===== src/rtl/regfile_scoreboard.sv =====
// regfile_scoreboard
//   32 x XLEN architectural register file with a writeback FIFO and a
//   per-register busy scoreboard for the R-type execute interface.
//
//   Issue side : iRS1/iRS2 are read combinationally onto oRS1_DATA/oRS2_DATA.
//                oISSUE_READY is low while rs1, rs2 or rd is pending. A fired
//                issue (iISSUE_VALID && oISSUE_READY) marks rd busy.
//   Writeback  : iWB_VALID/iWB_RD/iWB_DATA are pushed into a WB_DEPTH-entry
//                FIFO when oWB_READY (not full) is high.
//   Commit     : the FIFO head is written to the array every cycle the FIFO
//                is non-empty, and its busy bit is cleared.
//   oBUSY      : scoreboard, bit n set while xn has an outstanding producer.
//
//   Reset is synchronous and active-high on iRST. It clears the array, the
//   scoreboard and the FIFO pointers, and overrides any same-cycle activity.
//
//   Optional macro REGFILE_COMMIT_BYPASS_EN: forwards the committing FIFO
//   head to the read ports and hides its busy bit from the issue check, so a
//   dependent instruction can issue in the commit cycle instead of the next.
module regfile_scoreboard #(
  parameter int XLEN     = 32,
  parameter int WB_DEPTH = 2
) (
  input  logic            iCLK,
  input  logic            iRST,
  input  logic [4:0]      iRS1,
  input  logic [4:0]      iRS2,
  output logic [XLEN-1:0] oRS1_DATA,
  output logic [XLEN-1:0] oRS2_DATA,
  input  logic            iISSUE_VALID,
  input  logic [4:0]      iISSUE_RD,
  output logic            oISSUE_READY,
  input  logic            iWB_VALID,
  input  logic [4:0]      iWB_RD,
  input  logic [XLEN-1:0] iWB_DATA,
  output logic            oWB_READY,
  output logic [31:0]     oBUSY
);

  localparam int AW = $clog2(WB_DEPTH);
  localparam int PW = AW + 1;

  logic [XLEN-1:0] regs [32];
  logic [31:0]     busy;

  logic [4:0]      fifoRd   [WB_DEPTH];
  logic [XLEN-1:0] fifoData [WB_DEPTH];
  logic [PW-1:0]   wrPtr;
  logic [PW-1:0]   rdPtr;

  logic            fifoFull;
  logic            fifoEmpty;
  logic            commitValid;
  logic [4:0]      headRd;
  logic [XLEN-1:0] headData;

  logic [31:0]     busyEff;
  logic            issueFire;
  logic            wbAccept;
  logic [31:0]     setMask;
  logic [31:0]     clearMask;
  logic [31:0]     busyNext;

  // Extra pointer MSB distinguishes full from empty when the low bits match.
  assign fifoFull    = (wrPtr[PW-1] != rdPtr[PW-1]) && (wrPtr[AW-1:0] == rdPtr[AW-1:0]);
  assign fifoEmpty   = (wrPtr == rdPtr);
  assign commitValid = !fifoEmpty;
  assign headRd      = fifoRd[rdPtr[AW-1:0]];
  assign headData    = fifoData[rdPtr[AW-1:0]];

  // Read ports; x0 is hard-wired to zero regardless of array contents.
  always_comb begin
    oRS1_DATA = (iRS1 == 5'd0) ? '0 : regs[iRS1];
    oRS2_DATA = (iRS2 == 5'd0) ? '0 : regs[iRS2];
`ifdef REGFILE_COMMIT_BYPASS_EN
    if (commitValid && (headRd != 5'd0)) begin
      if (headRd == iRS1) oRS1_DATA = headData;
      if (headRd == iRS2) oRS2_DATA = headData;
    end
`endif
  end

  // Busy view used by the issue check. With bypass, the register being
  // committed this cycle is already readable, so it no longer blocks issue.
  always_comb begin
    busyEff = busy;
`ifdef REGFILE_COMMIT_BYPASS_EN
    if (commitValid) busyEff[headRd] = 1'b0;
`endif
    busyEff[0] = 1'b0;
  end

  // WAW term (rd busy) keeps two writebacks to one register in issue order.
  assign oISSUE_READY = !busyEff[iRS1] && !busyEff[iRS2] && !busyEff[iISSUE_RD];
  assign oWB_READY    = !fifoFull;
  assign oBUSY        = busy;

  assign issueFire = iISSUE_VALID && oISSUE_READY;
  assign wbAccept  = iWB_VALID && !fifoFull;

  // Set is applied after clear so a new producer keeps ownership of rd when
  // its previous value commits in the same cycle.
  assign setMask   = (issueFire && (iISSUE_RD != 5'd0)) ? (32'd1 << iISSUE_RD) : 32'd0;
  assign clearMask = commitValid ? (32'd1 << headRd) : 32'd0;
  assign busyNext  = (busy & ~clearMask) | setMask;

  always_ff @(posedge iCLK) begin
    if (iRST) begin
      for (int i = 0; i < 32; i++) regs[i] <= '0;
      busy  <= '0;
      wrPtr <= '0;
      rdPtr <= '0;
    end else begin
      busy <= busyNext;
      if (commitValid) begin
        if (headRd != 5'd0) regs[headRd] <= headData;
        rdPtr <= rdPtr + 1'b1;
      end
      if (wbAccept) wrPtr <= wrPtr + 1'b1;
    end
  end

  // FIFO payload needs no reset: entries are only read between the pointers.
  always_ff @(posedge iCLK) begin
    if (wbAccept) begin
      fifoRd[wrPtr[AW-1:0]]   <= iWB_RD;
      fifoData[wrPtr[AW-1:0]] <= iWB_DATA;
    end
  end

endmodule


===== config.mk =====
export PLATFORM = sky130hd
export DESIGN_NAME = regfile_scoreboard
export DESIGN_NICKNAME = d
export VERILOG_FILES = /design/src/rtl/regfile_scoreboard.sv
export SDC_FILE = /design/constraint.sdc
export NUM_CORES = 2
export LEC_CHECK = 0
export CAP_MARGIN = 20
export CORE_MARGIN = 1
export CORE_UTILIZATION = 55
export DETAILED_ROUTE_END_ITERATION = 12
export PLACE_DENSITY = 0.72
export SYNTH_ARGS = -nofsm -noshare
export SYNTH_HDL_FRONTEND = slang
export SYNTH_SLANG_ARGS = --single-unit
export TNS_END_PERCENT = 50

===== constraint.sdc =====
create_clock -name iCLK -period 9.56 [get_ports iCLK]
set_clock_uncertainty 0.05 [all_clocks]
set_input_delay 1.912 -clock iCLK [delete_from_list [all_inputs] [get_ports iCLK]]
set_output_delay 1.912 -clock iCLK [all_outputs]
set_load 0.005 [all_outputs]

[Yosys cells after proc, flatten, opt, wreduce, memory -nomap -nowiden]
Memory sizes are Yosys's and may differ from the RTL's. A register that Yosys moved wholly into a read port is not among the register bits.
Index checks and enable logic that the tools add are counted.
Cells by class
  $add $sub $neg: 2
  order comparisons: 3
  equality and inequality tests: 3
  shifts and indexed selects: 2
  muxes and demuxes: 25
  bitwise logic cells: 3
  reductions and logical operators: 15
Operators with widths (count)
  $mux 32: 5
  $shl 1x5->32 const A: 2
  $and 32x32->32: 1
  $not 32->32: 1
  $or 32x32->32: 1
  $reduce_or 32->1: 1
  $lt 5x6->1 const B: 3
  $mux 1: 16
  $bmux 1 s5: 3
  $logic_not 5->1: 2
  $reduce_bool 5->1: 2
  $logic_and 1x1->1: 6
  $mux 5: 1
  $add 2x1->2 const B: 2
  $logic_not 1->1: 4
  $eq 2x2->1: 1
  $eq 1x1->1: 1
  $ne 1x1->1: 1
Storage, ports and cells
  register bits after elaboration: 36
  bits in writable memories: 1098
  bits of input ports: 56
  output and inout port bits: 98
  logic and storage cells: 59
  memories: 3
Memory list
  regs: depth 32, bits a word 32, read ports 2, clocked after Yosys merged registers in 0, write ports 32, line 43  | logic [XLEN-1:0] regs [32];
  fifoData: depth 2, bits a word 32, read ports 1, clocked after Yosys merged registers in 1, write ports 1, line 47  | logic [XLEN-1:0] fifoData [WB_DEPTH];
  fifoRd: depth 2, bits a word 5, read ports 1, clocked after Yosys merged registers in 1, write ports 1, line 46  | logic [4:0] fifoRd [WB_DEPTH];

[Longest topological paths before layout]
  word-level depth: 9
  depth in mapped cells: 10
  depth with buffers taken out: 5

[Worst setup path after synthesis]
OpenSTA, ideal clock, no wires.
  kind: input-to-output
  start: input iRS2[1]
  end: output oRS2_DATA[1]
  data arrival time: 3662 ps
  required time: 7598 ps
  path slack: 3936 ps
  cell stages on the path: 8
  buffers on the path: 3
  cell sequence: buf_2 -> buf_2 -> clkbuf_1 -> mux4_2 -> mux4_2 -> nand2_1 -> o31ai_1 -> and2_1
Between the ends
  cells in the longest elaborated chain, start to end: 2
  elaborated cells on any way between the ends: 3
  classes of those cells: mux: 1; reduce/logical: 1; memory: 1
Ends and longest elaborated chain
  start, declared: line 27  | input logic [4:0] iRS2,
  $mem_v2 32x32 / $logic_not 5->1 (equally long branches)
  $mux 32 (*): line 74  | oRS2_DATA = (iRS2 == 5'd0) ? '0 : regs[iRS2];
  end, declared: line 29  | output logic [XLEN-1:0] oRS2_DATA,
Mark *: on every way between the ends. The rest lies on a longest branch, timed or not.

[Final worst setup path]
  start: input iRS1[0]
  end: output oRS1_DATA[7]
Between the ends
  cells in the longest elaborated chain, start to end: 2
  elaborated cells on any way between the ends: 3
  classes of those cells: mux: 1; reduce/logical: 1; memory: 1
Ends and longest elaborated chain
  start, declared: line 26  | input logic [4:0] iRS1,
  $mem_v2 32x32 / $logic_not 5->1 (equally long branches)
  $mux 32 (*): line 73  | oRS1_DATA = (iRS1 == 5'd0) ? '0 : regs[iRS1];
  end, declared: line 28  | output logic [XLEN-1:0] oRS1_DATA,
Marked as above.

==> metrics.csv <==
stage,metric,value,unit
placed_design,place.gp.congestion,0.923,
routing,highest_layer,met5,
sta,finalHoldViolations,0,
pwr,max-vdd-ir-drop,270,µV
routing,first_pass_iters,8,
setup_path,cp.arrival,5.58,ns
setup_path,cp_top_family,buffers and inverters,
sta,fmax,0.133,GHz
layout,final_nets,4221,
clock_tree,insertion_delay,0.71,ns
grt,grt_max_degree,148,
clock_tree,clockRootBuffer,clkbuf_16,
logic_synthesis,synth_flop_cell,edfxtp_1,
routing,vias_per_cell,7.21,
min_path,hp-class,register to register,
logic_synthesis,yosysSeqAreaShare,57.9,%
clock_tree,clock-sinks,1135,
clock_tree,ctsHoldBuffers,0,
routing,post-route-drc-count,0,
pwr,p_total,13.0,mW
floorplanning,start_util,55.4,%
logic_synthesis,ys_types,50,
grt,grt_use_total,35.6,%
layout,mostFrequentLayoutCells,"1098 x edfxtp_1, 1020 x nor2_1, 437 x mux4_2, 283 x mux2i_1, 144 x clkdlybuf4s50_1",
setup_path,cp.buffers_inverters,4,
logic_synthesis,synthCells,4180,
clock_tree,htreeDepth,3,
routing,antenna_left,0,
logic_synthesis,syn-cell-area,58300,µm²
sta,fin_crit,7.54,ns
logic_synthesis,synth-edff-count,1098,
setup_path,path_cells,"buf_8, buf_12, buf_4, mux2i_1, o221ai_1, o22ai_1, o31ai_1, and2_1, clkdlybuf4s50_1",
clock_tree,cts_resized,0,
sta,rsz0062_at_grt,no,
grt,antenna_found_initial,8,
setup_path,rrSetupSlack,5.14,ns
logic_synthesis,yosysWarnings,0,
layout,drive_gt1_share,19.8,%
floorplanning,die_w,327,µm
clock_tree,clock_path_buffers,3,
layout,postLayoutCoreUtil,61.9,%
clock_tree,cts_made_buffers,115,
setup_path,start_kind,input port,
routing,wl_per_cell,33.8,µm
run_status,status,completed,
setup_path,cp_slowest_cell,buf_8,
floorplanning,core_area,105000,µm²
flow_run,max-cap-violations,0,
setup_path,critPathMaxStageDelay,0.69,ns
routing,drt_iter0_markers,6868,
clock_tree,cts_setup_buffers,0,
placed_design,hpwl,104000,µm
grt,grt_pass1_vias,40000,
setup_path,endpoint_kind,primary output,
placed_design,port_buffers,153,
setup_path,cp.required,7.60,ns
grt,grt_pass1_wl,273000,µm
pwr,power_density,199,nW/µm²
clock_tree,cts_tree,built,
clock_tree,clk_pin_slew,0.06,ns
routing,wl_met1,63600,µm
sta,setup_tns,0,ns
layout,syn2layout_area_growth,11.7,%
floorplanning,die-height,327,µm
routing,vias,40700,
sta,final.period_utilization,78.9,%
layout,final_common_cell,edfxtp_1,
sta,worst_pin_slew,1.17,ns
floorplanning,num_rows,119,
sta,slew_headroom,21.9,%
logic_synthesis,ys_seq_elements,1135,
sta,drv_slew,0,
floorplanning,die_area,107000,µm²
routing,routed_wl,191000,µm
routing,met2WireLength,86900,µm
logic_synthesis,ys_async_sr_fraction,0,%
setup_path,path_max_fanout,80,
logic_synthesis,syn_avg_cell_area,13.9,µm²
setup_path,crit_type,input port to primary output,
pwr,p_leak,22.6,nW
sta,finalSetupViolations,0,
routing,wl_met3,27400,µm
grt,gr-total-overflow,0,
floorplanning,ios,154,
per-layer routing:
metal	global-route usage (%)	vias up
li1	-	16100
met1	47.8	20300
met2	54.0	3666
met3	7.39	661
met4	21.3	4
met5	0	-
stage by stage:
| stage | instances | cell area [µm²] | worst slack, ns | hold WS (ns) |
|---|---|---|---|---|
| floorplan | 4211 | 58400 | 3.94 | 0.411 |
| global placement | 5413 | 60900 | 2.09 | 0.421 |
| detailed placement | 5419 | 61100 | 2.08 | 0.406 |
| CTS | 5628 | 64600 | 2.07 | 0.422 |
| global route | 5650 | 65100 | 1.82 | 0.441 |
| finish | 5650 | 65100 | 2.02 | 0.422 |
worst reg2reg max path, cell delays in order (launching register included):
cell	delay, ns
dfxtp_4	0.84
nor3_1	0.21
o22ai_1	0.51
and3_1	0.81
nand2_2	0.07
buf_4	0.39
nand2_2	0.56
buf_4	0.61
logic make-up (layout without fill, tap and decap cells):
family          count (synthesis)  after routing  share of synthesized area [%]
flops                        1135           1135                           57.9
compound gates                434            434                           5.31
mux                           777            777                           23.4
xor+xnor                        5              5                         0.0752
buf+inv                       453            499                           3.76
other cells                     1             34                        0.00644
simple gates                 1375           1375                           9.63
cells in the mapped netlist, drive strengths merged (6+ instances only):
| master | n | area (µm²) |
|---|---|---|
| o21ai | 34 | 170 |
| edfxtp | 1098 | 33000 |
| mux2i | 315 | 3150 |
| a22o | 6 | 52.6 |
| nand4 | 32 | 200 |
| nand2 | 153 | 574 |
| clkbuf | 261 | 982 |
| nor3b | 7 | 52.6 |
| nor3 | 21 | 105 |
| o22ai | 67 | 419 |
| mux4 | 459 | 10400 |
| dfxtp | 37 | 741 |
| o31ai | 64 | 480 |
| buf | 185 | 1180 |
| a22oi | 7 | 52.6 |
| a211oi | 20 | 150 |
| and2 | 67 | 419 |
| a21oi | 69 | 345 |
| nor2 | 1021 | 3830 |
| inv | 7 | 26.3 |
| nand2b | 8 | 50.1 |
| nand3 | 41 | 205 |
| o211ai | 31 | 233 |
| nor2b | 10 | 62.6 |
| o221ai | 128 | 1120 |
worst paths after layout:
| check | depth (start not counted) | from | end |
|---|---|---|---|
| worst max register to register | 7 | register | regs[1][11] |
| worst min-delay path | 1 | oBUSY[0] | oBUSY[0] |
| worst min register to register | 1 | oBUSY[0] | oBUSY[0] |
| worst max-delay path | 9 | iRS1[0] | oRS1_DATA[7] |
layout make-up:
type | count | area (µm²)
fill | 7771 | 40000
sequential | 1135 | 33700
multi-input combinational | 2623 | 23100
clock buffer | 143 | 3010
timing repair buffer | 283 | 2980
tap | 1391 | 1740
clock inverter | 66 | 551
inverter | 7 | 31.3
antenna | 2 | 5.00
registers in the layout (all words and copies together) (netlist names), named ones only:
signal / flops
regs: 1024
fifoData: 64
oBUSY: 32
fifoRd: 10
rdPtr: 2
wrPtr: 2
report_power, final:
group	leakage (nW)	total, mW	internal (mW)	switching (mW)
sequential	11.6	6.01	5.81	0.203
combinational	9.33	2.59	0.927	1.67
clock	1.75	4.37	2.44	1.93
(Power assumes the default switching activity.)
